<file path="src/rtl/lsu_pkg.sv">
// rtl/lsu_pkg.sv - shared state encoding, access-size codes and alignment helper for the load/store unit
package lsu_pkg;

   typedef enum logic [2:0] {
      IDLE   = 3'd0,
      READ   = 3'd1,
      RMW_RD = 3'd2,
      RMW_WR = 3'd3,
      WRITE  = 3'd4,
      RESP   = 3'd5
   } lsuState_t;

   localparam logic [1:0] SZ_BYTE = 2'b00;
   localparam logic [1:0] SZ_HALF = 2'b01;
   localparam logic [1:0] SZ_WORD = 2'b10;
   localparam logic [1:0] SZ_RSVD = 2'b11;

   function automatic logic isMisaligned(input logic [1:0] size, input logic [1:0] addrLo);
      return ((size == SZ_HALF) && addrLo[0]) || ((size == SZ_WORD) && (addrLo != 2'b00));
   endfunction

endpackage

</file>
<file path="src/rtl/lsu_align.sv">
// rtl/lsu_align.sv - little-endian lane extraction/extension for loads and lane merge for sub-word stores
module lsu_align
   import lsu_pkg::*;
(
   input  logic [31:0] word,
   input  logic [1:0]  addrLo,
   input  logic [1:0]  size,
   input  logic        isSigned,
   input  logic [31:0] wdata,
   output logic [31:0] loadData,
   output logic [31:0] mergedWord
);

   logic [7:0]  byteSel;
   logic [15:0] halfSel;

   always_comb begin
      byteSel = word[{addrLo, 3'b000} +: 8];
      halfSel = addrLo[1] ? word[31:16] : word[15:0];

      loadData = word;
      case (size)
         SZ_BYTE: loadData = {{24{isSigned & byteSel[7]}}, byteSel};
         SZ_HALF: loadData = {{16{isSigned & halfSel[15]}}, halfSel};
         default: loadData = word;
      endcase

      mergedWord = word;
      case (size)
         SZ_BYTE: mergedWord[{addrLo, 3'b000} +: 8] = wdata[7:0];
         SZ_HALF: begin
            if (addrLo[1]) mergedWord[31:16] = wdata[15:0];
            else           mergedWord[15:0]  = wdata[15:0];
         end
         default: mergedWord = wdata;
      endcase
   end

endmodule

</file>
<file path="src/rtl/load_store_unit.sv">
// rtl/load_store_unit.sv - d_mem initiator: FSM, request latch, memory-side and response registers
// Optional LSU_BOUNDS_CHECK_EN turns word indices >= DEPTH_WORDS into error responses.
module load_store_unit #(
   parameter logic [31:0] DATA_BASE   = 32'h1001_0000,
   parameter int          DEPTH_WORDS = 256
) (
   input  logic        clk,
   input  logic        rst_n,
   input  logic        req_valid,
   output logic        req_ready,
   input  logic        req_write,
   input  logic [1:0]  req_size,
   input  logic        req_signed,
   input  logic [31:0] req_addr,
   input  logic [31:0] req_wdata,
   output logic        rsp_valid,
   input  logic        rsp_ready,
   output logic [31:0] rsp_rdata,
   output logic        rsp_err,
   output logic        MemRead,
   output logic        MemWrite,
   output logic [31:0] Address,
   output logic [31:0] WriteData,
   input  logic [31:0] ReadData
);
   import lsu_pkg::*;

`ifdef LSU_BOUNDS_CHECK_EN
   localparam bit BoundsEn = 1'b1;
`else
   localparam bit BoundsEn = 1'b0;
`endif

   lsuState_t   state, stateNext;
   logic [1:0]  sizeQ, addrLoQ;
   logic        signedQ;
   logic [31:0] wdataQ;
   logic [31:0] wordIdx;
   logic        outOfRange, reqErr, accept;
   logic [31:0] loadData, mergedWord;

   // Subtraction wraps modulo 2^32; the word index is bits [31:2] of the difference.
   assign wordIdx    = (req_addr - DATA_BASE) >> 2;
   assign outOfRange = wordIdx >= 32'(DEPTH_WORDS);
   assign reqErr     = (req_size == SZ_RSVD) || isMisaligned(req_size, req_addr[1:0])
                       || (BoundsEn && outOfRange);
   assign accept     = req_valid && req_ready;

   lsu_align uAlign (
      .word       (ReadData),
      .addrLo     (addrLoQ),
      .size       (sizeQ),
      .isSigned   (signedQ),
      .wdata      (wdataQ),
      .loadData   (loadData),
      .mergedWord (mergedWord)
   );

   always_ff @(posedge clk or negedge rst_n) begin
      if (!rst_n) state <= IDLE;
      else        state <= stateNext;
   end

   always_comb begin
      stateNext = state;
      case (state)
         IDLE: begin
            if (accept) begin
               if (reqErr)                 stateNext = RESP;
               else if (!req_write)        stateNext = READ;
               else if (req_size == SZ_WORD) stateNext = WRITE;
               else                        stateNext = RMW_RD;
            end
         end
         READ:    stateNext = RESP;
         RMW_RD:  stateNext = RMW_WR;
         RMW_WR:  stateNext = RESP;
         WRITE:   stateNext = RESP;
         RESP:    if (rsp_ready) stateNext = IDLE;
         default: stateNext = IDLE;
      endcase
   end

   // Memory strobes decode only the state register so d_mem never sees req_* glitches.
   always_comb begin
      req_ready = (state == IDLE);
      rsp_valid = (state == RESP);
      MemRead   = (state == READ) || (state == RMW_RD);
      MemWrite  = (state == RMW_WR) || (state == WRITE);
   end

   always_ff @(posedge clk or negedge rst_n) begin
      if (!rst_n) begin
         sizeQ     <= SZ_BYTE;
         addrLoQ   <= 2'b00;
         signedQ   <= 1'b0;
         wdataQ    <= 32'h0;
         rsp_rdata <= 32'h0;
         rsp_err   <= 1'b0;
         Address   <= 32'h0;
         WriteData <= 32'h0;
      end else begin
         if (accept) begin
            sizeQ     <= req_size;
            addrLoQ   <= req_addr[1:0];
            signedQ   <= req_signed;
            wdataQ    <= req_wdata;
            rsp_err   <= reqErr;
            rsp_rdata <= 32'h0;
            if (!reqErr) begin
               Address   <= wordIdx;
               WriteData <= req_wdata;
            end
         end
         if (state == READ)   rsp_rdata <= loadData;
         if (state == RMW_RD) WriteData <= mergedWord;
      end
   end

endmodule

</file>
<file path="config.mk">
export PLATFORM = sky130hd
export DESIGN_NAME = load_store_unit
export DESIGN_NICKNAME = d
export VERILOG_FILES = /design/src/rtl/lsu_pkg.sv /design/src/rtl/lsu_align.sv /design/src/rtl/load_store_unit.sv
export SDC_FILE = /design/constraint.sdc
export NUM_CORES = 1
export LEC_CHECK = 0
export BUFFER_PORTS_ARGS = -buffer_cell sky130_fd_sc_hd__buf_4
export CORE_UTILIZATION = 50
export DETAILED_ROUTE_END_ITERATION = 10
export GPL_TIMING_DRIVEN = 0
export PLACE_DENSITY_LB_ADDON = 0.15
export SETUP_SLACK_MARGIN = 0.5
export SLEW_MARGIN = 10
export SYNTH_ARGS = -nofsm -noshare
export SYNTH_HDL_FRONTEND = slang
export SYNTH_SLANG_ARGS = --single-unit
</file>
<file path="constraint.sdc">
create_clock -name clk -period 5.55 [get_ports clk]
set_input_delay 1.11 -clock clk [delete_from_list [all_inputs] [get_ports clk]]
set_output_delay 1.11 -clock clk [all_outputs]
set_load 0.005 [all_outputs]
</file>
# Yosys cells after proc, flatten, opt, wreduce, memory -nomap -nowiden
# Index checks and enable logic that the tools add are counted.
[word_totals]
wordCells = 62
regBits = 135
out_inout_bits = 101
[op_classes]
shifts = 3
muxes = 17
n_eq_ne = 12
reduce_logical = 16
bitwise = 3
addsub = 2
[ops]
columns = ["cell", "n"]
rows = [
  ["$mux W32", 5],
  ["$pmux W32 S2", 2],
  ["$mux W16", 3],
  ["$bwmux W32", 1],
  ["$shift A8 B7 Y32 const A", 1],
  ["$shiftx A32 B6 Y8", 1],
  ["$shiftx A8 B7 Y32", 1],
  ["$sub A32 B29 Y32 const B", 1],
  ["$mux W3", 5],
  ["$pmux W3 S4", 1],
  ["$neg A5 Y7", 1],
  ["$eq A3 B2 Y1 const B", 2],
  ["$eq A3 B3 Y1 const B", 2],
  ["$ne A2 B1 Y1 const B", 3],
  ["$reduce_and A2 Y1", 3],
  ["$reduce_bool A2 Y1", 3],
  ["$eq A2 B1 Y1 const B", 2],
  ["$eq A2 B2 Y1 const B", 2],
  ["$logic_or A1 B1 Y1", 4],
  ["$eq A3 B1 Y1 const B", 1],
  ["$logic_and A1 B1 Y1", 3],
  ["$logic_not A3 Y1", 1],
  ["$reduce_or A3 Y1", 1],
  ["$and A1 B1 Y1", 2],
  ["other kinds (2)", 2],
]

# Longest topological paths before layout
[logic_depth]
ltp_word = 7
depth_mapped = 10
ltp_nobuf = 6

# Cells and area by module
# Synthesis repeated with hierarchy kept, for this count alone.
[hier_totals]
cells_unflattened = 870
hier_area_um2 = 7537.2
[by_module_without_submodules]
columns = ["mod", "area_per_inst_um2", "cells_each", "n_inst"]
rows = [
  ["load_store_unit", 5721.7, 594, 1],
  ["lsu_align", 1815.5, 276, 1],
]

# Least setup slack after synthesis
# Ideal clock, no wire load.
[synth_path]
path_kind = "register to output"
start = "register state[0]"
end = "output port MemRead"
arrival_time_ns = 1.410
slack_ns = 3.030
stages_incl_launch_ff = 7
required_time_ns = 4.440
path_buffers = 3
cell_sequence = "dfrtp_1 -> buf_2 -> nor2_1 -> nand2_1 -> clkbuf_1 -> clkbuf_1 -> nand2_1"
[synth_between]
elab_chain_cells = 2
elab_cells_between_ends = 3
cone_classes = "eq/ne: 2; reduce/logical: 1"
[synth_lines]
columns = ["element", "line_no", "source"]
rows = [
  ["start, declared", "load_store_unit.sv:34", "lsuState_t state, stateNext;"],
  ["start signal, assigned", "load_store_unit.sv:61", "else state <= stateNext;"],
  ["$eq A3 B1 Y1 / $eq A3 B2 Y1 (equally long branches)", "load_store_unit.sv:88", "MemRead = (state == READ) || (state == RMW_RD);"],
  ["$logic_or A1 B1 Y1 *", "load_store_unit.sv:88", ""],
  ["end, declared", "load_store_unit.sv:20", "output logic MemRead,"],
]
# Every way passes the cells marked *; elsewhere a longest branch is shown, timed or not.

# Final worst setup path
# Same ends and word-level chain as after synthesis.

==> impl_metrics.tcl <==
set metrics [dict create \
    crit_cells 7 \
    dr.pass1.iters 5 \
    ys_ff_latch 135 \
    cts-resized-gates 0 \
    synth_top_family_by_area "compound AO/OA/AOI/OAI gates" \
    grt_setup_unrepaired "no" \
    met1_length_um 8900 \
    reg2reg_depth 10 \
    finalHoldViolCount 0 \
    design_area_um2 9190 \
    outcome "completed" \
    post_cts_buffers 0 \
    synthAdderAreaFrac_pct 1.09 \
    setup_viol 0 \
    cts_tree "yes" \
    drt-wirelength-per-cell_um 20.3 \
    globalRouteTotalUtil_pct 32.1 \
    area_growth_pct 33.6 \
    placed_area_um2 8650 \
    critPathKind "flop to output pin" \
    r2r-end "WriteData[10]$_DFFE_PN0P_" \
    place.port_buffers 202 \
    min_path_type "flop to flop" \
    synth.most_common_cell "nand2_1" \
    synthSimpleGateAreaFrac_pct 14.5 \
    netlist_instances 672 \
    finClkSkew_ns 0.00696 \
    crit_path_cell_trace "buf_2, nor2_1, nand2_1, clkbuf_1, clkbuf_1, nand2_1, buf_4" \
    nets 1005 \
    start_util_pct 51.5 \
    route.detailed.drc 0 \
    gp_congestion 0.948 \
    worstHoldPathCells 2 \
    via_per_inst 5.85 \
    dieArea_um2 14200 \
    synthDistinctLibCells 57 \
    area.sequential_um2 3380 \
    synth_edf_count 0 \
    slew_viol_final 0 \
    dp_hpwl_um 16800 \
    dr_wl_met3_um 1960 \
    synth_compound_area_share_pct 19.4 \
    die_w_um 119 \
    num_vias 6342 \
    grt_remaining_overflow 0 \
    syn_area_per_cell_um2 10.2 \
    cp_max_fo 10 \
    crit_family "buffers and inverters" \
    clock.fmax_mhz 263 \
    crit_required_ns 4.44 \
    synthXorXnorAreaFrac_pct 1.15 \
    slowest_stage "clkbuf_1" \
    final_cells 1084 \
    power.total_uw 4970 \
    max_cap_violations 0 \
    period_share_pct 68.4 \
    grt_pass1_wl_um 34700 \
    p_leak_uw 0.00433 \
    antenna_found_initial 0 \
    drive_above_1_share_pct 33.5 \
    r2r_setup_slack_ns 2.28 \
    dp_cells 1052 \
    fillers 1071 \
    crit_end "MemRead" \
    fin_tns_setup_ns 0 \
    layout_min_cycle_time_ns 3.80 \
    min-delay-start "Address[0]$_DFFE_PN0P_" \
    ys_seq_area_share_pct 49.1 \
    hold_buffers 0 \
    grt_max_degree 80 \
    multi_input_area_um2 3240 \
    endpoint_kind "output pin" \
    io_pins 205 \
    synth-main-ff-cell "dfrtp_1" \
    highest_layer "met4" \
    ant_nets 0 \
    power_density_nw_per_um2 540 \
    n_antenna_cell 0 \
    synth_area_leaders "dfrtp_1, nand2_1, mux2_2" \
    max_stage_delay_ns 0.52 \
    synth_top_area_share_pct 49.1 \
    insertion_delay_ns 0.43 \
    ys_top_cells_by_count "nand2_1, dfrtp_1, o21ai_0, mux2_2" \
    synthMuxAreaShare_pct 10.8 \
    cp-start-kind "flop" \
    wl_met2_um 10400 \
    clock-sinks 135 \
    crit_start "state[0]$_DFFE_PN0P_" \
    syn_area_um2 6880 \
    clk_pin_slew_ns 0.06 \
    root_buffer "clkbuf_16" \
    grt_pass1_vias 6443 \
    synth_top_cell_by_area "dfrtp_1" \
    rows 42 \
    r2r-start "addrLoQ[1]$_DFFE_PN0P_" \
    worst_slew_margin_rel_pct 34.2 \
    h-tree-depth 4 \
    irDropWorstVdd_uv 297 \
    core_um2 13300 \
    tightest_slew_ns 0.979 \
    async_flop_share_pct 100 \
    path_buf_inv 4 \
    drt_iter0_markers 450 \
    cts_made_buffers 17 \
    clockBufferDepth 2 \
    critPathArrivalTime_ns 2.69 \
    wl_um 22000 \
    die_y_um 119 \
    synth-warning-count 0 \
]
cell families (layout without fill, tap and decap cells):
kind of cell	count (synthesis)	after routing
xor gates and xnor gates	9	9
DFF	135	135
AOI/OAI and AO/OA	182	182
adders and majority gates	6	6
muxes	60	60
other	1	2
and+or+nand+nor	218	218
buffers and inverters	61	296
metal layers:
metal  up-vias  track usage, %
li1       2928               -
met1      3041            39.9
met2       325            51.3
met3        48            9.63
met4         0            14.5
met5         -               0
through the flow:
| step | util [%] | worst slack [ns] | hold WS (ns) |
|---|---|---|---|
| 4_1_cts | 68.9 | 1.82 | 0.481 |
| 3_5_place_dp | 64.8 | 2.29 | 0.466 |
| 6_report | 68.9 | 1.75 | 0.479 |
| 5_1_grt | 68.9 | 1.71 | 0.498 |
| 2_1_floorplan | - | 3.03 | 0.445 |
| 3_3_place_gp | 64.6 | 2.37 | 0.464 |
area by class of cell:
type	count	area share (%)
Buffer	49	2.45
Clock buffer	19	4.82
Clock inverter	13	1.06
Inverter	12	0.490
Multi-Input combinational cell	477	35.2
Sequential cell	135	36.7
Tap cell	176	2.40
Timing Repair Buffer	203	16.8
state kept, by name (all words and copies together), names as in the netlist:
| name | flops |
|---|---|
| WriteData | 32 |
| signedQ | 1 |
| state | 3 |
| addrLoQ | 2 |
| wdataQ | 32 |
| rsp_rdata | 32 |
| Address | 30 |
| rsp_err | 1 |
| sizeQ | 2 |
where the power goes:
group          leakage [uW]  internal, uW  switching, uW
clock network      0.000257           585            453
registers           0.00168          1450            332
logic               0.00240          1070           1070
placed cells by master, fill, tap and decap left out, drive strengths merged, types with 3 or more instances in the layout:
| master | synthesis | final |
|---|---|---|
| nor4 | 3 | 3 |
| nor4b | 8 | 8 |
| clkinvlp | 0 | 4 |
| nand2 | 142 | 142 |
| a31oi | 20 | 20 |
| xnor2 | 5 | 5 |
| ha | 6 | 6 |
| mux2i | 19 | 19 |
| or3 | 3 | 3 |
| o21ai | 37 | 37 |
| xor2 | 4 | 4 |
| a221oi | 25 | 25 |
| buf | 24 | 227 |
| a221o | 17 | 17 |
| or2 | 4 | 4 |
| a21boi | 4 | 4 |
| nand3 | 4 | 4 |
| o31ai | 9 | 9 |
| a2111oi | 5 | 5 |
| nor2b | 4 | 4 |
| a22o | 9 | 9 |
| o22ai | 10 | 10 |
| inv | 11 | 15 |
| clkinv | 1 | 6 |
| nor3b | 3 | 3 |
| mux2 | 33 | 33 |
| clkbuf | 25 | 44 |
| o2bb2ai | 11 | 11 |
| nor3 | 7 | 7 |
| nand2b | 8 | 8 |
| a21oi | 15 | 15 |
| mux4 | 8 | 8 |
| a211oi | 8 | 8 |
| nor2 | 24 | 24 |
| a211o | 3 | 3 |
| dfrtp | 135 | 135 |
worst min path at each step:
stage	end	slack, ns
global placement	Address[7]$_DFFE_PN0P_	0.46
detailed placement	Address[5]$_DFFE_PN0P_	0.47
finish	Address[0]$_DFFE_PN0P_	0.48
global route	Address[29]$_DFFE_PN0P_	0.50
CTS	Address[29]$_DFFE_PN0P_	0.48
floorplan	wdataQ[17]$_DFFE_PN0P_	0.44
tightest hold or removal path: cells and delay by family (launching register included):
| kind | cells | cell delay (ns) |
|---|---|---|
| DFF | 1 | 0.34 |
| and+or+nand+nor | 2 | 0.10 |
No activity file was read; power rests on OpenSTA's default activity.
